File: config.mk
export PLATFORM = sky130hd
export DESIGN_NAME = montador_de_digitos
export DESIGN_NICKNAME = d
export VERILOG_FILES = /design/src/rtl/montador_de_digitos.sv
export SDC_FILE = /design/constraint.sdc
export NUM_CORES = 1
export LEC_CHECK = 0
export CORE_UTILIZATION = 30
export DETAILED_ROUTE_END_ITERATION = 10
export GPL_ROUTABILITY_DRIVEN = 0
export PLACE_DENSITY = 0.55
export SLEW_MARGIN = 20
export SYNTH_ARGS = -nofsm -noshare
export SYNTH_HDL_FRONTEND = slang
export SYNTH_SLANG_ARGS = --single-unit
File: constraint.sdc
create_clock -name clk -period 2.75 [get_ports clk]
set_input_delay 0.825 -clock clk [delete_from_list [all_inputs] [get_ports clk]]
set_output_delay 0.825 -clock clk [all_outputs]
set_load 0.01 [all_outputs]
File: src/rtl/montador_de_digitos.sv
// Turns the keypad decoder's held key level into single key events and assembles
// up to DIGITS BCD digits, with backspace (*), confirm (#) and an inactivity timeout.
module montador_de_digitos #(
   parameter int DIGITS  = 4,
   parameter int TIMEOUT = 50_000_000
) (
   input  logic                               clk,
   input  logic                               rst,
   input  logic [3:0]                         tecla_value,
   input  logic                               tecla_valid,
   output logic [4*DIGITS-1:0]                buffer_digitos,
   output logic [$clog2(DIGITS+1)-1:0]        qtd_digitos,
   output logic [4*DIGITS-1:0]                numero,
   output logic                               numero_valid,
   output logic                               erro,
   output logic                               expirou
);

   localparam int W  = 4 * DIGITS;
   localparam int QW = $clog2(DIGITS + 1);
   localparam int TW = $clog2(TIMEOUT);

   typedef enum logic [1:0] {VAZIO, ENTRADA, CHEIO} state_t;

   state_t         state_q, state_d;
   logic [W-1:0]   digitBuf_q, digitBuf_d;
   logic [W-1:0]   numero_q, numero_d;
   logic [QW-1:0]  count_q, count_d;
   logic [TW-1:0]  timer_q, timer_d;
   logic           validDly_q;
   logic           numValid_q, numValid_d;
   logic           erro_q, erro_d;
   logic           expirou_q, expirou_d;

   logic           keyEvent;
   logic [QW-1:0]  countInc;
   logic [QW-1:0]  countDec;

   assign keyEvent = tecla_valid && !validDly_q;
   assign countInc = count_q + QW'(1);
   assign countDec = count_q - QW'(1);

   // validDly_q resets high so a key still held when reset releases is not taken as a press.
   always_ff @(posedge clk or posedge rst) begin
      if (rst) begin
         state_q    <= VAZIO;
         digitBuf_q <= '0;
         numero_q   <= '0;
         count_q    <= '0;
         timer_q    <= '0;
         validDly_q <= 1'b1;
         numValid_q <= 1'b0;
         erro_q     <= 1'b0;
         expirou_q  <= 1'b0;
      end else begin
         state_q    <= state_d;
         digitBuf_q <= digitBuf_d;
         numero_q   <= numero_d;
         count_q    <= count_d;
         timer_q    <= timer_d;
         validDly_q <= tecla_valid;
         numValid_q <= numValid_d;
         erro_q     <= erro_d;
         expirou_q  <= expirou_d;
      end
   end

   // A key event on the same edge as the timeout takes priority and restarts the idle timer.
   always_comb begin
      state_d    = state_q;
      digitBuf_d = digitBuf_q;
      numero_d   = numero_q;
      count_d    = count_q;
      timer_d    = (state_q == VAZIO) ? '0 : timer_q + TW'(1);
      numValid_d = 1'b0;
      erro_d     = 1'b0;
      expirou_d  = 1'b0;

      if (keyEvent) begin
         timer_d = '0;
         if (tecla_value <= 4'd9) begin
            if (state_q == CHEIO) begin
               erro_d = 1'b1;
            end else begin
               digitBuf_d = (digitBuf_q << 4) | W'(tecla_value);
               count_d    = countInc;
               state_d    = (countInc == QW'(DIGITS)) ? CHEIO : ENTRADA;
            end
         end else if (tecla_value == 4'hE) begin
            if (state_q != VAZIO) begin
               digitBuf_d = digitBuf_q >> 4;
               count_d    = countDec;
               state_d    = (countDec == '0) ? VAZIO : ENTRADA;
            end
         end else if (tecla_value == 4'hF) begin
            if (state_q == VAZIO) begin
               erro_d = 1'b1;
            end else begin
               numero_d   = digitBuf_q;
               numValid_d = 1'b1;
               digitBuf_d = '0;
               count_d    = '0;
               state_d    = VAZIO;
            end
         end else begin
            erro_d = 1'b1;
         end
      end else if ((state_q != VAZIO) && (timer_q == TW'(TIMEOUT - 1))) begin
         digitBuf_d = '0;
         count_d    = '0;
         state_d    = VAZIO;
         expirou_d  = 1'b1;
         timer_d    = '0;
      end
   end

   always_comb begin
      buffer_digitos = digitBuf_q;
      qtd_digitos    = count_q;
      numero         = numero_q;
      numero_valid   = numValid_q;
      erro           = erro_q;
      expirou        = expirou_q;
   end

endmodule

# Yosys cells after proc, flatten, opt, wreduce, memory -nomap -nowiden
# Cells that the tools add are included.
# totals
inputBits	7
word_cells	77
output_inout_bits	38
ff_bits	67
# classes
n_reduce_logical	9
muxes	42
n_eq_ne	9
order_cmp	1
bitwise	4
n_addsub	3
# ops
cell	n
2-to-1 mux 16 bit	8
2-to-1 mux 26 bit	3
adder 26 x 1 -> 26 bit, second input constant	1
== test 26 bit, second input constant	1
2-to-1 mux 3 bit	8
2-to-1 mux 2 bit	9
OR 16 x 4 -> 16 bit	1
2-to-1 mux 1 bit	14
AND reduction 5 bit	2
== test 4 bit, second input constant	2
<= comparator 4 bit, second input constant	1
!= test 4 x 1 -> 1 bit, second input constant	1
!= test 4 x 3 -> 1 bit, second input constant	1
!= test 4 bit, second input constant	1
nonzero test 2 bit	2
adder 3 x 1 -> 3 bit, second input constant	1
== test 3 bit, second input constant	1
zero test 3 bit	1
!= test 3 bit, second input constant	1
NOT 1 bit	3
subtractor 3 x 1 -> 3 bit, second input constant	1
== test 2 bit, second input constant	1
logical AND 1 bit	2
zero test 2 bit	1
zero test 1 bit	1

# Longest topological paths before layout
# logic_depth
ltp_word	7
ltp_mapped	8
ltp_nobuf	6

# Worst setup path before layout
# No wires, ideal clock.
# synth_timing
kind	input port to flip-flop
from	in tecla_value[2]
to	reg numero_q[0], in the netlist numero[0]
path_slack_ns	0.374
t_required_ns	2.625
path_stages	5
t_arrival_ns	2.251
path_buffers	2
setup_ns	0.125
path_cell_list	clkbuf_1 -> nand2_1 -> nor3_2 -> buf_2 -> mux2_2
# synth_via
elab_chain_cells	3
word_cells_on_any_way	6
classes_between	1 x order compare; 2 x eq/ne; 2 x bitwise; 1 x reduce/logical
# synth_rtl
item	line_no	rtl
start, declared	9	input logic [3:0] tecla_value,
<= comparator 4 bit / == test 4 bit (equally long branches)	81, 89	
NOT 1 bit (no line)	-	
AND reduction 5 bit (no line) *	-	
end signal, assigned	58	numero_q <= numero_d;
end, declared	27	logic [W-1:0] numero_q, numero_d;
# Every way passes the cells marked *; elsewhere a longest branch is shown, timed or not.
# A chain may end at the register's enable or synchronous reset.

# Worst setup path after layout
# layout_timing
from	in tecla_valid
to	reg count_q[2], in the netlist qtd_digitos[2]
# layout_via
elab_chain_cells	3
word_cells_on_any_way	8
classes_between	4 x eq/ne; 1 x mux; 3 x reduce/logical
# layout_rtl
item	line_no	rtl
start, declared	10	input logic tecla_valid,
logical AND 1 bit *	39	assign keyEvent = tecla_valid && !validDly_q;
!= test 4 x 3 -> 1 bit (no line), or another cell as far along	-	
AND reduction 5 bit (no line)	-	
end signal, assigned	59	count_q <= count_d;
end, declared	28	logic [QW-1:0] count_q, count_d;
# Marked as above.

==> run metrics <==
CP Cell Sequence clkdlybuf4s50_1 > nand2b_1 > o21ai_0 > or4_1 > inv_2 > o22ai_1; Leak 1.67 nW; filler cell count 1062; port buffer count 44; first-pass GRT wire length 13000 um; ANT nets after route 0; Worst Setup Start Kind input port; die width 107 um; Top Metal Used met4; final setup fails 0; Row Count 37; DRT Pass-1 Iters 4; Rel. slew slack 57.0%; fin cells 501; cts hold-fix bufs 0; io pins 45; TNS Setup 0 ns; Slew Limit Fails 0; vias per cell 5.25; Setup Crit Path Kind input port to flop; H-Tree Depth 3; initial antenna violation count 0; die height 107 um; synthesized area per cell 10.6 sq um; PD cells 624 nW/um^2; Ys Warns 0; post-cts sizing count 0; number of flops mapped to enable cells by yosys 0; Finished Core Util 39.2%; Max VDD drop 0.308 mV; Tightest Pin Transition 0.643 ns; commonest non-fill, non-tap cell in the layout dfrtp_1; RSZ-0062 raised after global routing false; nature of the critical path endpoint flop; Tcrit/Tclk final 83.7%; largest net degree at the start of global routing 68; outcome finished clean; clk sinks 67; ys flop type dfrtp_1; via count 2628; DR DRC count 0; Clock Skew 0.0126 ns; WL/cell 15.5 um; max cap viols 0; Distinct cells, synth 50; reg2reg setup slack 0.55 ns; Placed Cells 485; DR WL met3 390 um; Async S/R FF share, synth 100%; Clock Pin Slew Worst Setup and Hold Paths 0.08 ns; CORE AREA 10500 sq um; Ant. Diodes 0; sequential area share after synthesis 51.0%; DRT iter0 DRCs 163; most frequent cells in the layout dfrtp_1 (66), clkdlybuf4s50_1 (44), o21ai_0 (22), nor2_1 (22), nand2_1 (17); initial core utilization 31.5%; vias in the first global route 2502; Post-CTS Setup Bufs 0; GR Overflow Total 0; CP Max Fanout 17; Clock Tree Buf Depth 2; GRT Total Usage 14.5%; area of the mapped netlist 3290 sq um; max incr delay on CP 0.56 ns; wire length on met2 3790 um; total wire length 7750 um; placed wire-length estimate 5240 um; Nets 373; layout cell share with drive strength beyond 1 15.1%; fmax 435 MHz; Tmin final 2.30 ns; Arr. time, crit path 2.52 ns; TritonCTS clock tree yes; Hold Path Class flop to flop; Die ar. 11400 sq um; Post-Route M1 WL 3500 um; CTS Root Cell clkbuf_8; Mapped Cells 310; Critical Path RT 2.97 ns; final hold violation count 0; area delta synth->final 24.6%; Worst-Skew Late Latency 0.35 ns; Synthesized Nets 323; Num CTS Buffers 9; #FFs+latches synth 67; Slowest-stage cell, CP or4_1
## report_power, final
group          switching (mW)  total, mW  internal (mW)
sequential              0.134       1.23           1.09
combinational           0.279      0.589          0.310
clock                   0.410      0.741          0.331
total                   0.823       2.56           1.74
## path summary, 6_finish.rpt
| path | startpoint | to | depth (start not counted) |
|---|---|---|---|
| hold / removal | numero[3] | numero[3] | 1 |
| max in group asynchronous | rst | validDly_q | 3 |
| min in group asynchronous | rst | timer_q[15] | 3 |
| setup reg to reg | timer_q[18] | qtd_digitos[2] | 5 |
| setup / recovery | tecla_valid | qtd_digitos[2] | 6 |
| hold reg to reg | numero[3] | numero[3] | 1 |
## synthesized netlist by cell type, drive strengths merged (2+ instances only)
master | instances | area [sq um]
dfrtp | 66 | 1650
o21ai | 23 | 115
nor2 | 22 | 82.6
nand2 | 17 | 63.8
mux2 | 16 | 180
o22ai | 14 | 87.6
a21oi | 11 | 55.1
clkbuf | 11 | 41.3
nand3 | 11 | 55.1
nand4 | 11 | 90.1
a22oi | 10 | 75.1
xnor2 | 9 | 78.8
xor2 | 9 | 78.8
or4 | 8 | 60.1
buf | 7 | 50.1
ha | 6 | 75.1
inv | 6 | 22.5
o31ai | 6 | 45.0
a32o | 5 | 50.1
and4 | 5 | 45.0
nand3b | 4 | 30.0
nor3 | 4 | 25.0
nor4 | 4 | 25.0
and2 | 3 | 18.8
or3 | 3 | 18.8
and3 | 2 | 13.8
nand2b | 2 | 12.5
nor2b | 2 | 12.5
o211ai | 2 | 15.0
## worst max-delay path, delay by kind of cell
kind / cells / cell delay (ns)
compound gates: 2 / 0.28
buf+inv: 2 / 0.73
simple gates: 2 / 0.68
## through the flow
stage	power (mW)	setup slack [ns]	instance area, sq um	hold WS, ns
3_3_place_gp	1.83	0.161	3920	0.490
4_1_cts	2.60	0.449	4090	0.513
6_report	2.56	0.449	4100	0.510
3_5_place_dp	1.84	0.0876	3920	0.495
2_1_floorplan	1.54	0.243	3290	0.493
5_1_grt	2.71	0.343	4100	0.523
## per-layer routing
layer	vias up	GRT usage (%)
li1	1256	-
met1	1300	19.2
met2	62	23.7
met3	10	3.16
met4	0	4.40
met5	-	0
## cell type report
| class | count | area (sq um) | share of cell area, % |
|---|---|---|---|
| clock buffer | 9 | 124 | 3.02 |
| clock inverter | 7 | 50.0 | 1.22 |
| inverter | 6 | 22.5 | 0.549 |
| multi-input combinational | 219 | 1510 | 36.7 |
| sequential | 67 | 1680 | 40.9 |
| tap | 136 | 170 | 4.15 |
| timing repair buffer | 57 | 551 | 13.4 |
## flip-flops by register name, summed over array words and instances (netlist names)
signal          cells
validDly_q          1
erro                1
timer_q            26
numero             16
qtd_digitos         3
numero_valid        1
state_q             2
buffer_digitos     16
expirou             1
## logic make-up after synthesis
logic type                 count (synthesis)  share of synthesized area (%)
xor gates and xnor gates                  18                           4.79
and+or+nand+nor                          103                           18.1
AOI/OAI and AO/OA                         75                           14.6
buffers and inverters                     24                           3.46
adders and majority gates                  6                           2.28
muxes                                     17                           5.78
DFF                                       67                           51.0
(Power assumes the default switching activity.)
